`config.mk`:
```
export PLATFORM = sky130hd
export DESIGN_NAME = synth_cmd_ctrl
export DESIGN_NICKNAME = d
export VERILOG_FILES = /design/src/rtl/synth_cmd_ctrl.sv
export SDC_FILE = /design/constraint.sdc
export NUM_CORES = 1
export LEC_CHECK = 0
export ABC_AREA = 1
export CORE_ASPECT_RATIO = 0.8
export CORE_UTILIZATION = 50
export CTS_CLUSTER_DIAMETER = 200
export CTS_CLUSTER_SIZE = 10
export DETAILED_ROUTE_END_ITERATION = 12
export PLACE_DENSITY_LB_ADDON = 0.3
export SYNTH_ARGS = -nofsm -noshare
export SYNTH_HDL_FRONTEND = slang
export SYNTH_SLANG_ARGS = --single-unit
export TNS_END_PERCENT = 1
```
`constraint.sdc`:
```
create_clock -name i_clk50mhz -period 9.8 [get_ports i_clk50mhz]
set_input_delay 1.96 -clock i_clk50mhz [delete_from_list [all_inputs] [get_ports i_clk50mhz]]
set_output_delay 1.96 -clock i_clk50mhz [all_outputs]
set_load 0.1 [all_outputs]
```
`src/rtl/synth_cmd_ctrl.sv`:
```
// Byte-framed command parser feeding the two oscillator configuration registers.
// Payloads are collected into a shadow register and committed atomically when the 0x00 terminator arrives.
module synth_cmd_ctrl #(
  parameter int TIMEOUT_CYC = 50000,
  parameter int WAVE_MAX    = 5
) (
  input  logic        i_clk50mhz,
  input  logic        i_rst,
  input  logic        i_rx_valid,
  input  logic [7:0]  i_rx_byte,
  output logic [2:0]  o_osc1_wave,
  output logic [23:0] o_osc1_freq,
  output logic [15:0] o_osc1_phase,
  output logic [15:0] o_osc1_amp,
  output logic [2:0]  o_osc2_wave,
  output logic [23:0] o_osc2_freq,
  output logic [15:0] o_osc2_phase,
  output logic [15:0] o_osc2_amp,
  output logic [1:0]  o_update,
  output logic        o_err,
  output logic        o_busy
);

  localparam int CW = $clog2(TIMEOUT_CYC);

  typedef enum logic [1:0] {IDLE, PAYLOAD, TERM} state_t;
  typedef enum logic [1:0] {F_WAVE, F_FREQ, F_PHASE, F_AMP} field_t;

  typedef struct packed {
    logic [2:0]  wave;
    logic [23:0] freq;
    logic [15:0] phase;
    logic [15:0] amp;
  } osc_cfg_t;

  localparam osc_cfg_t RESET_CFG = '{wave: 3'(WAVE_MAX), freq: '0, phase: '0, amp: '0};

  state_t        state_q, state_d;
  field_t        field_q, field_d;
  logic          osc_q, osc_d;
  logic [1:0]    cnt_q, cnt_d;
  logic [23:0]   shadow_q, shadow_d;
  logic [CW-1:0] tmo_q, tmo_d;
  logic          commit_q, commit_d;
  logic          err_q, err_d;
  logic [1:0]    update_q;
  logic          err_out_q;
  osc_cfg_t      live_q [2];

  logic       cmd_ok;
  logic [1:0] last_idx;

  assign cmd_ok = (i_rx_byte[7:5] == 3'b000) && (i_rx_byte[3:0] != 4'd0) && (i_rx_byte[3:0] <= 4'd4);

  always_comb begin
    case (field_q)
      F_WAVE:  last_idx = 2'd0;
      F_FREQ:  last_idx = 2'd2;
      default: last_idx = 2'd1;
    endcase
  end

  // NOTE: every signal written here gets a default first, so no path can infer a latch.
  always_comb begin
    state_d  = state_q;
    field_d  = field_q;
    osc_d    = osc_q;
    cnt_d    = cnt_q;
    shadow_d = shadow_q;
    tmo_d    = '0;
    commit_d = 1'b0;
    err_d    = 1'b0;

    case (state_q)
      IDLE: begin
        if (i_rx_valid && (i_rx_byte != 8'h00)) begin
          if (cmd_ok) begin
            osc_d    = i_rx_byte[4];
            field_d  = field_t'(i_rx_byte[1:0] - 2'd1);
            shadow_d = '0;
            cnt_d    = '0;
            state_d  = PAYLOAD;
          end else begin
            err_d = 1'b1;
          end
        end
      end

      PAYLOAD: begin
        if (i_rx_valid) begin
          shadow_d[{cnt_q, 3'b000} +: 8] = i_rx_byte;
          if (cnt_q == last_idx) state_d = TERM;
          else                   cnt_d   = cnt_q + 2'd1;
        end
      end

      TERM: begin
        if (i_rx_valid) begin
          state_d = IDLE;
          if ((i_rx_byte != 8'h00) ||
              ((field_q == F_WAVE) && (shadow_q[7:0] > 8'(WAVE_MAX)))) err_d    = 1'b1;
          else                                                         commit_d = 1'b1;
        end
      end

      default: state_d = IDLE;
    endcase

    // Silence watchdog: a byte arriving on the expiry cycle takes precedence.
    if ((state_q != IDLE) && !i_rx_valid) begin
      if (tmo_q == CW'(TIMEOUT_CYC - 1)) begin
        err_d   = 1'b1;
        state_d = IDLE;
      end else begin
        tmo_d = tmo_q + 1'b1;
      end
    end
  end

  // NOTE: sequential state uses non-blocking assignments so every register samples pre-edge values.
  always_ff @(posedge i_clk50mhz or posedge i_rst) begin
    if (i_rst) begin
      state_q   <= IDLE;
      field_q   <= F_WAVE;
      osc_q     <= 1'b0;
      cnt_q     <= '0;
      shadow_q  <= '0;
      tmo_q     <= '0;
      commit_q  <= 1'b0;
      err_q     <= 1'b0;
      err_out_q <= 1'b0;
    end else begin
      state_q   <= state_d;
      field_q   <= field_d;
      osc_q     <= osc_d;
      cnt_q     <= cnt_d;
      shadow_q  <= shadow_d;
      tmo_q     <= tmo_d;
      commit_q  <= commit_d;
      err_q     <= err_d;
      err_out_q <= err_q;
    end
  end

  // A new command may load osc/field/shadow on the same edge; the commit still sees the old values.
  always_ff @(posedge i_clk50mhz or posedge i_rst) begin
    if (i_rst) begin
      update_q <= '0;
      for (int i = 0; i < 2; i++) live_q[i] <= RESET_CFG;
    end else begin
      update_q <= '0;
      if (commit_q) begin
        update_q[osc_q] <= 1'b1;
        case (field_q)
          F_WAVE:  live_q[osc_q].wave  <= shadow_q[2:0];
          F_FREQ:  live_q[osc_q].freq  <= shadow_q;
          F_PHASE: live_q[osc_q].phase <= shadow_q[15:0];
          default: live_q[osc_q].amp   <= shadow_q[15:0];
        endcase
      end
    end
  end

  assign o_osc1_wave  = live_q[0].wave;
  assign o_osc1_freq  = live_q[0].freq;
  assign o_osc1_phase = live_q[0].phase;
  assign o_osc1_amp   = live_q[0].amp;
  assign o_osc2_wave  = live_q[1].wave;
  assign o_osc2_freq  = live_q[1].freq;
  assign o_osc2_phase = live_q[1].phase;
  assign o_osc2_amp   = live_q[1].amp;
  assign o_update     = update_q;
  assign o_err        = err_out_q;
  assign o_busy       = (state_q != IDLE);

endmodule

```
---- After elaboration in Yosys (flattened, before gate mapping) ----
Cells that the tools add are included.
cells by class
  $add $sub $neg .......................... 4
  multiply operators ...................... 0
  div/mod/pow operators ................... 0
  $lt $le $gt $ge ......................... 6
  equal/unequal tests ..................... 10
  shift-type cells ........................ 2
  mux-type cells .......................... 47
  bitwise gates (word level) .............. 1
  reduce and logical (&&, ||, !) cells .... 19
operators with widths
  cell                                                            count
  bitwise mux 118 bit                                             4
  case mux 118 bit (3 select lines)                               1
  demux 59 bit (select 1 bit)                                     4
  2-to-1 mux 24 bit                                               3
  2-to-1 mux 59 bit                                               1
  2-to-1 mux 56 bit                                               1
  2-to-1 mux 16 bit                                               3
  case mux 24 bit (2 select lines)                                1
  2-to-1 mux 32 bit                                               1
  bitwise mux 24 bit                                              1
  2-to-1 mux 2 bit                                                12
  variable shift 8 x 7 -> 24 bit (first input constant)           1
  variable part select 8 x 7 -> 24 bit                            1
  adder 16 x 1 -> 16 bit (second input constant)                  1
  == test 16 bit (second input constant)                          1
  2-to-1 mux 1 bit                                                10
  greater-than comparator 8 x 3 -> 1 bit (second input constant)  1
  inequality test 2 bit (second input constant)                   4
  case mux 2 bit (2 select lines)                                 2
  nonzero test 8 bit                                              1
  logical AND 1 bit                                               7
  negator 5 -> 7 bit                                              1
  case mux 2 bit (3 select lines)                                 1
  AND reduction 5 bit                                             1
  21 further kinds                                                25
storage, ports and cells
  register bits ........................... 170
  bits in latches ......................... 0
  RAM bits ................................ 0
  bits in read-only memories .............. 0
  input bits .............................. 11
  output and inout bits ................... 122
  word-level logic and storage cells ...... 107
  memories kept ........................... 0

---- Depth between registers and ports, before layout ----
Gate-level depths: netlist of the first run.
  word-level depth ........................ 8
  gate-level depth with buffers ........... 11
  depth with buffers taken out ............ 11

---- Worst setup path after synthesis of the first run ----
No wires, ideal clock.
  path kind ............................... input-to-reg
  from .................................... input port i_rx_byte[0]
  to ...................................... register shadow_q[1]
  setup time .............................. 0.117 ns
  arrival ................................. 2.914 ns
  required time ........................... 9.683 ns
  setup slack ............................. 6.769 ns
  stages on the path ...................... 10
  path buffers ............................ 1
  cells stage by stage .................... inv_1 ha_1 nand2_1 nor2_1 nand2_1 nand3_1 nand2_4 buf_4 nand3_1 nand2_1
between the ends
  word-level cells in the longest chain between the ends .. 5
  elaborated cells between the ends (all ways) .. 13
  classes of those cells .................. order compare: 1; eq/ne: 2; shift: 1; mux: 3; reduce/logical: 6
RTL lines
  element                                                                                       RTL line  RTL
  start: declaration                                                                            10        input logic [7:0] i_rx_byte,
  parallel branches: the longest is 5 deep, another holds variable part select 8 x 7 -> 24 bit  -
  end signal: assignment                                                                        137       shadow_q <= shadow_d;
  end: declaration                                                                              42        logic [23:0] shadow_q, shadow_d;
Several ways; the timed one is not identified. The select of a mux whose other input is x is not followed.
A chain may end at the register's enable or synchronous reset.

---- Final worst setup path of the first run ----
  from .................................... register state_q[1]
  to ...................................... output port o_busy
between the ends
  word-level cells in the longest chain between the ends .. 1
RTL lines
  element                   RTL line  RTL
  start: declaration        38        state_t state_q, state_d;
  start signal: assignment  133       state_q <= state_d;
  nonzero test 2 bit        174       assign o_busy = (state_q != IDLE);
  end: declaration          21        output logic o_busy
Every way passes these cells.

==> results of run 1 <==
state kept, by name, indices dropped and copies added, names as in the netlist, 3 cells and up:
register      count
o_osc2_wave       3
o_osc1_phase     16
o_osc2_freq      24
o_osc1_freq      24
o_osc2_amp       16
o_osc2_phase     16
o_osc1_wave       3
shadow_q         24
tmo_q            16
o_osc1_amp       16
worst reg2reg max path, stage by stage (launching register included):
cell	delay [ns]
sky130_fd_sc_hd__dfrtp_1	0.74
sky130_fd_sc_hd__nand2_1	0.24
sky130_fd_sc_hd__nor2_2	0.94
sky130_fd_sc_hd__nor2_1	0.11
sky130_fd_sc_hd__a21oi_1	0.18
metal layers:
layer / up-vias / GRT usage [%] / part of all wire, %
li1: 2861 / - / -
met1: 2899 / 38.34 / 46
met2: 223 / 40.48 / 45
met3: 23 / 5.487 / 7.2
met4: 0 / 7.143 / 1.2
met5: - / 0 / 0
cell families (layout without fill, tap and decap cells):
kind of cell,Yosys count,count (layout),synth area share (%)
fa+ha+maj,5,5,0.8547
mux,1,1,0.1538
xor+xnor,6,6,0.7181
simple gates,367,367,21.79
buf+inv,104,246,6.564
flops,170,170,58.19
compound gates,149,149,11.73
layout by cell type (no fill, tap or decap), drive strengths merged, types with 2 or more instances in the layout:
master         synthesis  layout
xnor2                  3       3
clkinv                 1       4
inv                   79      88
nand2                214     214
buf                   20       2
dfrtp                166     166
clkbuf                 4      17
nand3                 48      48
a21oi                 25      25
dfstp                  4       4
ha                     5       5
o21ai                100     100
o22ai                 15      15
nor2                  87      87
o21a                   4       4
nor3                  11      11
bufinv                 0       3
or2                    2       2
xor2                   3       3
nand4                  2       2
clkdlybuf4s50          0     132
report_power, final:
part,internal [mW],switching (mW)
sequential,0.717,0.0185
clock,0.417,0.315
combinational,0.0348,0.126
layout make-up:
type                            instances  area share [%]
Sequential cell                       170           45.48
Multi-Input combinational cell        528           27.55
Timing Repair Buffer                  134           14.27
Clock buffer                           17           4.543
Inverter                               80           3.340
Tap cell                              184           2.459
Clock inverter                         15           2.352
per-stage QoR:
| step | cells | cell area, um2 | hold WS (ns) | total power [mW] | setup slack [ns] |
|---|---|---|---|---|---|
| global route | 1128 | 9364 | 0.3689 | 1.685 | 5.577 |
| finish | 1128 | 9364 | 0.3623 | 1.629 | 5.660 |
| CTS | 1128 | 9364 | 0.3648 | 1.638 | 5.662 |
| floorplan | 802 | 7320 | 0.3312 | 0.8704 | 3.243 |
| global placement | 1096 | 8718 | 0.3425 | 0.9069 | 5.710 |
| detailed placement | 1096 | 8718 | 0.3466 | 0.9088 | 5.642 |
worst paths after layout:
check                           start         endpoint  depth (start not counted)
setup reg to reg                osc_q    o_osc2_amp[7]                          4
hold / removal                  err_q            o_err                          0
hold reg to reg                 err_q            o_err                          0
min in group asynchronous       i_rst  o_osc1_freq[17]                          2
setup / recovery           state_q[1]           o_busy                          3
max in group asynchronous       i_rst      shadow_q[1]                          3
==> results.sh, run 1 <==
export IMPL_grt_total_usage_pct=26.42
export IMPL_setup_repair_after_global_routing_missed_its_margin="no"
export IMPL_antenna_cells_inserted=0
export IMPL_vias_in_the_first_global_route=5550
export IMPL_yosys_top_cells_count="sky130_fd_sc_hd__nand2_1 (206), sky130_fd_sc_hd__dfrtp_1 (166), sky130_fd_sc_hd__nor2_1 (76)"
export IMPL_setup_tns_ns=0
export IMPL_setup_viol=0
export IMPL_synth_edf_count=0
export IMPL_routed_via_count=6006
export IMPL_fraction_of_layout_instances_using_a_drive_strength_above_1_pct=9.428
export IMPL_reg2reg_setup_slack_ns=7.51
export IMPL_maxClockFrequency_ghz=0.2415
export IMPL_cts_sinks=170
export IMPL_die_span_in_x_um=137.3
export IMPL_hold_viol_final=0
export IMPL_cp_max_fo=4
export IMPL_clk_path_buf_depth=2
export IMPL_num_nets_final=947
export IMPL_io_buffer_count=132
export IMPL_post_synth_top_count_cell="sky130_fd_sc_hd__nand2_1"
export IMPL_post_synth_instance_area_mm2=0.007320
export IMPL_crit_path_max_incr_delay_ns=1.15
export IMPL_critical_path_arrival_ns=2.18
export IMPL_ys_seq_area_share_pct=58.19
export IMPL_max_cap_violations=0
export IMPL_boundaryPins=133
export IMPL_vdd_ir_drop_max_uv=160.5
export IMPL_area_growth_synth_to_final_pct=27.93
export IMPL_layout_min_cycle_time_ns=4.140
export IMPL_critical_path_cell_chain="nor2_2 -> inv_1 -> clkdlybuf4s50_1"
export IMPL_layout_worst_path_cycle_share_pct=42.25
export IMPL_warning_count_from_the_yosys_run=0
export IMPL_syn_nets=818
export IMPL_firstDrtPassIters=5
export IMPL_cts_root_buf="sky130_fd_sc_hd__clkbuf_16"
export IMPL_dieHeight_um=110.2
export IMPL_static_leakage_power_nw=4.110
export IMPL_tightestPinTransition_ns=1.176
export IMPL_design_core_area_mm2=0.01430
export IMPL_dominantRegCellSynth="sky130_fd_sc_hd__dfrtp_1"
export IMPL_postRouteWirelength_um=18500
export IMPL_timing_critical_path_max_delay_family="buffers and inverters"
export IMPL_cts_resized_gates=0
export IMPL_synth_area_top_cells="sky130_fd_sc_hd__dfrtp_1 (57%), sky130_fd_sc_hd__nand2_1 (11%), sky130_fd_sc_hd__o21ai_0 (4.2%)"
export IMPL_dpl_hpwl_um=12680
export IMPL_ant_nets=0
export IMPL_finalClockSkew_ns=0.01228
export IMPL_run_status="finished clean"
export IMPL_powerDensity_mw_per_mm2=174.0
export IMPL_utilization_pct=65.49
export IMPL_cts_tree="built"
export IMPL_slew_limit_fails=0
export IMPL_final_seq_area_mm2=0.004259
export IMPL_netlist_top_cell_by_area="sky130_fd_sc_hd__dfrtp_1"
export IMPL_synthesis_instances=802
export IMPL_fillerInstances=1161
export IMPL_synth_seq_cells=170
export IMPL_critical_path_class="flip-flop to output pin"
export IMPL_place_congestion=0.8803
export IMPL_post_synth_top_area_fraction_pct=56.75
export IMPL_cts_inserted_buffers=17
export IMPL_netlist_cell_type_count=40
export IMPL_post_synth_cell_area_avg_um2=9.127
export IMPL_post_cts_setup_buffers=0
export IMPL_cp_start_kind="flip-flop"
export IMPL_drc_errors=0
export IMPL_rows=39
export IMPL_design_die_area_mm2=0.01513
export IMPL_min_path_type="flip-flop to flip-flop"
export IMPL_area_used_by_multi_input_combinational_logic_mm2=0.002580
export IMPL_wl_cell_um=16.40
export IMPL_antenna_found_initial=0
export IMPL_grt_pass1_wl_um=29430
export IMPL_async_reset_ff_share_pct=100.0
export IMPL_grt_max_degree=95
export IMPL_global_route_overflow_total=0
export IMPL_viasPerCell=5.324
export IMPL_worstPathBufferInverterCount=2
export IMPL_cts_htree_levels=4
export IMPL_post_cts_hold_buffer_count=0
export IMPL_required_time_at_the_worst_slack_endpoint_ns=7.84
export IMPL_clk_insertion_delay_late_ns=0.43
export IMPL_initial_utilization_pct=51.19
export IMPL_cts_clk_slew_worst_paths_ns=0.07
export IMPL_crit_path_top_delay_cell="sky130_fd_sc_hd__clkdlybuf4s50_1"
export IMPL_cp_end_kind="output pin"
export IMPL_initialDrtViolationCount=532
export IMPL_worst_slew_margin_rel_pct=21.54
Note: power is estimated with default switching activity, not from simulation.
==> inputs of run 2 (changes only) <==
==> constraint.sdc (replaced) <==
create_clock -name i_clk50mhz -period 4.2 [get_ports i_clk50mhz]
set_input_delay 0.84 -clock i_clk50mhz [delete_from_list [all_inputs] [get_ports i_clk50mhz]]
set_output_delay 0.84 -clock i_clk50mhz [all_outputs]
set_load 0.1 [all_outputs]
==> run 2 against run 1 <==
Wire length decreased by 2.8%. Clock skew decreased by 0.0034 ns. Count of clock-buffer cells in the layout increased by 2. Global-route usage is 1.3 points lower. Register-to-register slack worse by 5.6 ns. Combinational power is 130% higher. Total power increased by 120%.
==> results.sh, run 2 (synthesized netlist as in run 1, its figures left out) <==
export IMPL_reg2reg_setup_slack_ns=1.90
export IMPL_antenna_found_initial=0
export IMPL_dieHeight_um=110.2
export IMPL_cp_end_kind="output pin"
export IMPL_num_nets_final=948
export IMPL_required_time_at_the_worst_slack_endpoint_ns=3.36
export IMPL_use_met3_pct=5.670
export IMPL_setup_viol=0
export IMPL_tightestPinTransition_ns=1.163
export IMPL_final_seq_area_mm2=0.004259
export IMPL_layout_worst_path_cycle_share_pct=72.07
export IMPL_clk_path_buf_depth=2
export IMPL_cp_endpoint="o_busy"
export IMPL_rows=39
export IMPL_netSwitchingPower_mw=1.026
export IMPL_min_path_type="flip-flop to flip-flop"
export IMPL_cp_max_fo=4
export IMPL_area_used_by_multi_input_combinational_logic_mm2=0.002580
export IMPL_powerDensity_mw_per_mm2=388.5
export IMPL_firstDrtPassIters=5
export IMPL_clk_insertion_delay_late_ns=0.43
export IMPL_worst_slew_margin_rel_pct=22.40
export IMPL_die_span_in_x_um=137.3
export IMPL_antenna_cells_inserted=0
export IMPL_critical_path_origin="state_q[1]"
export IMPL_boundaryPins=133
export IMPL_cts_resized_gates=0
export IMPL_initialDrtViolationCount=481
export IMPL_clockPowerShare_pct=42.2
export IMPL_design_die_area_mm2=0.01513
export IMPL_cts_inserted_buffers=17
export IMPL_drc_errors=0
export IMPL_critical_path_cell_chain="nor2_2 -> inv_1 -> clkdlybuf4s50_1"
export IMPL_most_common_layout_cells="sky130_fd_sc_hd__nand2_1 (206), sky130_fd_sc_hd__dfrtp_1 (166), sky130_fd_sc_hd__clkdlybuf4s50_1 (132)"
export IMPL_post_cts_hold_buffer_count=0
export IMPL_place_congestion=0.8668
export IMPL_run_status="finished clean"
export IMPL_hold_viol_final=0
export IMPL_vdd_ir_drop_max_uv=286.9
export IMPL_rr_worst_depth=4
export IMPL_io_buffer_count=132
export IMPL_finalClockSkew_ns=0.008860
export IMPL_worstPathBufferInverterCount=2
export IMPL_cts_htree_levels=4
export IMPL_max_cap_violations=0
export IMPL_grt_pass1_wl_um=28260
export IMPL_crit_path_top_delay_cell="sky130_fd_sc_hd__clkdlybuf4s50_1"
export IMPL_grt_busiest_layer="met1"
export IMPL_dpl_hpwl_um=12390
export IMPL_global_route_overflow_total=0
export IMPL_critical_path_reg2reg_endpoint="o_osc2_amp[7]"
export IMPL_timing_critical_path_depth=3
export IMPL_grt_max_degree=79
export IMPL_rr_startpoint="osc_q"
export IMPL_cp_start_kind="flip-flop"
export IMPL_critical_path_arrival_ns=2.19
export IMPL_postPlaceCellArea_mm2=0.008750
export IMPL_power_internal_mw=2.592
export IMPL_slew_limit_fails=0
export IMPL_maxClockFrequency_ghz=0.3304
export IMPL_cts_sinks=170
export IMPL_post_cts_setup_buffers=0
export IMPL_initial_utilization_pct=51.19
export IMPL_fillerInstances=1197
export IMPL_viasPerCell=5.174
export IMPL_area_growth_synth_to_final_pct=27.25
export IMPL_crit_path_max_incr_delay_ns=1.15
export IMPL_cts_root_buf="sky130_fd_sc_hd__clkbuf_16"
export IMPL_wl_cell_um=15.92
export IMPL_fraction_of_layout_instances_using_a_drive_strength_above_1_pct=9.312
export IMPL_postRouteWirelength_um=17970
export IMPL_grt_met1_usage_pct=37.25
export IMPL_cts_tree="built"
export IMPL_fin_cells=1129
export IMPL_final_instance_area_mm2=0.009314
export IMPL_static_leakage_power_nw=4.080
export IMPL_vias_in_the_first_global_route=5320
export IMPL_routed_via_count=5842
export IMPL_cts_clk_slew_worst_paths_ns=0.06
export IMPL_timing_critical_path_max_delay_family="buffers and inverters"
export IMPL_layout_min_cycle_time_ns=3.027
export IMPL_design_core_area_mm2=0.01430
export IMPL_global_route_usage_met2_pct=37.05
export IMPL_placedCellCount=1097
export IMPL_seqPwrFrac_pct=47.4
export IMPL_layout_commonest_cell="sky130_fd_sc_hd__nand2_1"
export IMPL_fin_total_pwr_mw=3.618
export IMPL_ant_nets=0
export IMPL_critical_path_class="flip-flop to output pin"
export IMPL_grt_total_usage_pct=25.09
export IMPL_comb_power_share_pct=10.4
export IMPL_power_switching_share_pct=28.36
export IMPL_setup_repair_after_global_routing_missed_its_margin="no"
export IMPL_setup_tns_ns=0
-- run 2: how the worst min path moves through the flow --
stage               startpoint     to  slack, ns  depth (start not counted)
detailed placement       err_q  o_err       0.34                          0
CTS                      err_q  o_err       0.36                          0
floorplan                err_q  o_err       0.33                          0
global route             err_q  o_err       0.36                          0
finish                   err_q  o_err       0.36                          0
global placement         err_q  o_err       0.34                          0
-- run 2: stage by stage --
| step | utilization (%) | setup slack, ns | hold slack (ns) |
|---|---|---|---|
| after floorplan | - | 1.195 | 0.3312 |
| after global placement | 61.20 | 1.269 | 0.3407 |
| after detailed placement | 61.20 | 1.132 | 0.3365 |
| after CTS | 65.14 | 1.171 | 0.3599 |
| after global routing | 65.14 | 1.117 | 0.3609 |
| final | 65.14 | 1.173 | 0.3580 |
-- run 2: layer usage --
layer	wire (um)	vias to the layer above
met5	0	-
met2	7793	192
li1	-	2867
met4	178	0
met3	1144	22
met1	8857	2761
-- run 2: power by group through the flow --
stage | Combinational (mW) | Sequential [mW] | Clock (mW)
2_1_floorplan | 0.188 | 1.84 | 0
3_3_place_gp | 0.373 | 1.75 | 0
3_5_place_dp | 0.377 | 1.74 | 0
4_1_cts | 0.379 | 1.71 | 1.54
5_1_grt | 0.406 | 1.72 | 1.62
6_report | 0.377 | 1.71 | 1.53
-- run 2: final cells by class --
type	count	share of cell area, %
sequential	170	45.73
multi-input combinational	528	27.70
timing repair buffer	135	14.70
clock buffer	19	4.648
inverter	80	3.345
tap	184	2.472
clock inverter	13	1.411
==> inputs of run 3 (changes only) <==
==> constraint.sdc (replaced) <==
create_clock -name i_clk50mhz -period 2.8 [get_ports i_clk50mhz]
set_input_delay 0.56 -clock i_clk50mhz [delete_from_list [all_inputs] [get_ports i_clk50mhz]]
set_output_delay 0.56 -clock i_clk50mhz [all_outputs]
set_load 0.1 [all_outputs]
==> run 3 against run 2 <==
Non-clock buffer count increased by 8. Global-route usage rose by 0.41 points. Core utilization is 1.5 points lower. Flip-flop and latch count did not move. Sequential power is 50% higher. Combinational power grew 51%. Critical path depth is 8 higher. First-iteration DRC count decreased by 16%. Clock skew about the same.
==> results.sh, run 3 (synthesized netlist as in run 1, its figures left out) <==
export IMPL_place_congestion=0.8564
export IMPL_grt_total_usage_pct=25.50
export IMPL_ant_nets=0
export IMPL_antenna_found_initial=0
export IMPL_fraction_of_layout_instances_using_a_drive_strength_above_1_pct=22.77
export IMPL_design_die_area_mm2=0.01513
export IMPL_min_path_type="flip-flop to flip-flop"
export IMPL_finalClockSkew_ns=0.008417
export IMPL_cts_htree_levels=4
export IMPL_global_route_overflow_total=0
export IMPL_hp_start="err_q"
export IMPL_clk_insertion_delay_late_ns=0.43
export IMPL_max_cap_violations=0
export IMPL_layout_commonest_cell="sky130_fd_sc_hd__nand2_1"
export IMPL_cts_root_buf="sky130_fd_sc_hd__clkbuf_16"
export IMPL_fillerInstances=1202
export IMPL_required_time_at_the_worst_slack_endpoint_ns=3.12
export IMPL_static_leakage_power_nw=4.371
export IMPL_antenna_cells_inserted=0
export IMPL_critical_path_class="primary input to flip-flop"
export IMPL_grt_max_degree=53
export IMPL_maxClockFrequency_ghz=0.4873
export IMPL_placedCellCount=1105
export IMPL_area_growth_synth_to_final_pct=24.22
export IMPL_rows=39
export IMPL_slew_limit_fails=0
export IMPL_min_delay_path_depth=0
export IMPL_dieHeight_um=110.2
export IMPL_tightestPinTransition_ns=0.6375
export IMPL_setup_viol=0
export IMPL_grt_pass1_wl_um=28390
export IMPL_area_used_by_multi_input_combinational_logic_mm2=0.002580
export IMPL_hold_viol_final=0
export IMPL_initial_utilization_pct=51.19
export IMPL_cts_clk_slew_worst_paths_ns=0.06
export IMPL_cts_tree="built"
export IMPL_die_span_in_x_um=137.3
export IMPL_dr_max_layer_used="met4"
export IMPL_worstHoldEndpoint="o_err"
export IMPL_reg2reg_setup_slack_ns=0.87
export IMPL_setup_repair_after_global_routing_missed_its_margin="no"
export IMPL_firstDrtPassIters=5
export IMPL_cts_inserted_buffers=17
export IMPL_final_seq_area_mm2=0.004259
export IMPL_setup_tns_ns=0
export IMPL_final_instance_area_mm2=0.009092
export IMPL_num_nets_final=956
export IMPL_wl_met1_um=8747
export IMPL_vdd_ir_drop_max_uv=480.6
export IMPL_whs_ns=0.3637
export IMPL_cp_max_fo=27
export IMPL_dpl_hpwl_um=12880
export IMPL_postRouteWirelength_um=18070
export IMPL_rr_startpoint="osc_q"
export IMPL_initialDrtViolationCount=406
export IMPL_drc_errors=0
export IMPL_rr_worst_depth=5
export IMPL_utilization_pct=63.60
export IMPL_cts_sinks=170
export IMPL_run_status="finished clean"
export IMPL_wl_cell_um=15.89
export IMPL_met2WireLength_um=7758
export IMPL_fin_cells=1137
export IMPL_cp_start_kind="primary input"
export IMPL_postPlaceCellArea_mm2=0.008529
export IMPL_design_core_area_mm2=0.01430
export IMPL_vias_in_the_first_global_route=5352
export IMPL_cts_resized_gates=0
export IMPL_layout_min_cycle_time_ns=2.052
export IMPL_routed_wl_met3_um=1297
export IMPL_powerDensity_mw_per_mm2=594.4
export IMPL_critical_path_reg2reg_endpoint="o_osc1_freq[7]"
export IMPL_most_common_layout_cells="sky130_fd_sc_hd__nand2_1 (206), sky130_fd_sc_hd__dfrtp_1 (166), sky130_fd_sc_hd__buf_4 (129)"
export IMPL_cp_end_kind="flip-flop"
export IMPL_clk_path_buf_depth=2
export IMPL_boundaryPins=133
export IMPL_worst_slew_margin_rel_pct=57.50
export IMPL_viasPerCell=5.173
export IMPL_layout_worst_path_cycle_share_pct=73.28
export IMPL_post_cts_hold_buffer_count=0
export IMPL_routed_via_count=5882
export IMPL_io_buffer_count=132
export IMPL_critical_path_arrival_ns=2.37
export IMPL_post_cts_setup_buffers=0
[run 3: cell types whose count changed in the layout (fill, tap and decap cells not counted)]
cell / change
sky130_fd_sc_hd__clkinv_2: -1
sky130_fd_sc_hd__clkinv_4: +3
sky130_fd_sc_hd__inv_6: -2
sky130_fd_sc_hd__clkbuf_1: +1
sky130_fd_sc_hd__buf_12: +2
sky130_fd_sc_hd__clkbuf_8: +1
sky130_fd_sc_hd__inv_8: -2
sky130_fd_sc_hd__clkdlybuf4s50_1: -122
sky130_fd_sc_hd__buf_4: +128
[run 3: per-layer routing]
layer	global-route usage (%)	up-vias
li1	-	2875
met1	37.27	2787
met2	36.80	190
met3	6.356	30
met4	9.105	0
met5	0	-
[run 3: final cells by class]
type | instances | area share, %
clock buffers | 21 | 4.954
clock inverters | 11 | 1.238
inverters | 80 | 3.426
multi-input cells | 528 | 28.37
flip-flops and latches | 170 | 46.84
well taps | 184 | 2.532
repair buffers | 143 | 12.63
[run 3: through the flow]
stage / power [mW] / setup WS [ns]
6_report: 5.404 / 0.7480
5_1_grt: 5.589 / 0.5749
4_1_cts: 5.427 / 0.7805
3_5_place_dp: 3.186 / 0.3339
3_3_place_gp: 3.182 / 0.4110
2_1_floorplan: 3.047 / 0.07455
[run 3: critical path, stage by stage]
cell	delay, ns
sky130_fd_sc_hd__clkdlybuf4s50_1	0.53
sky130_fd_sc_hd__inv_1	0.09
sky130_fd_sc_hd__ha_1	0.21
sky130_fd_sc_hd__nand2_1	0.08
sky130_fd_sc_hd__nand2_1	0.05
sky130_fd_sc_hd__nor2_1	0.11
sky130_fd_sc_hd__nand3_1	0.15
sky130_fd_sc_hd__nand2_4	0.27
sky130_fd_sc_hd__nand2_2	0.17
sky130_fd_sc_hd__nand2_1	0.10
sky130_fd_sc_hd__nand2_1	0.05
[run 3: power by group]
group          total, mW  leakage, nW  internal, mW  switching, mW
clock               2.26        0.273          1.26           1.00
sequential          2.57         2.35          2.51         0.0632
combinational      0.568         1.75         0.127          0.441
[run 3: how the worst max path moves through the flow]
stage | startpoint | cells after the start | endpoint
after floorplan | i_rst | 1 | cnt_q[0]
after global placement | i_rx_byte[0] | 11 | shadow_q[4]
after detailed placement | i_rx_byte[0] | 11 | shadow_q[7]
after CTS | i_rx_byte[0] | 11 | shadow_q[1]
after global routing | i_rx_byte[0] | 11 | shadow_q[7]
final | i_rx_byte[0] | 11 | shadow_q[1]
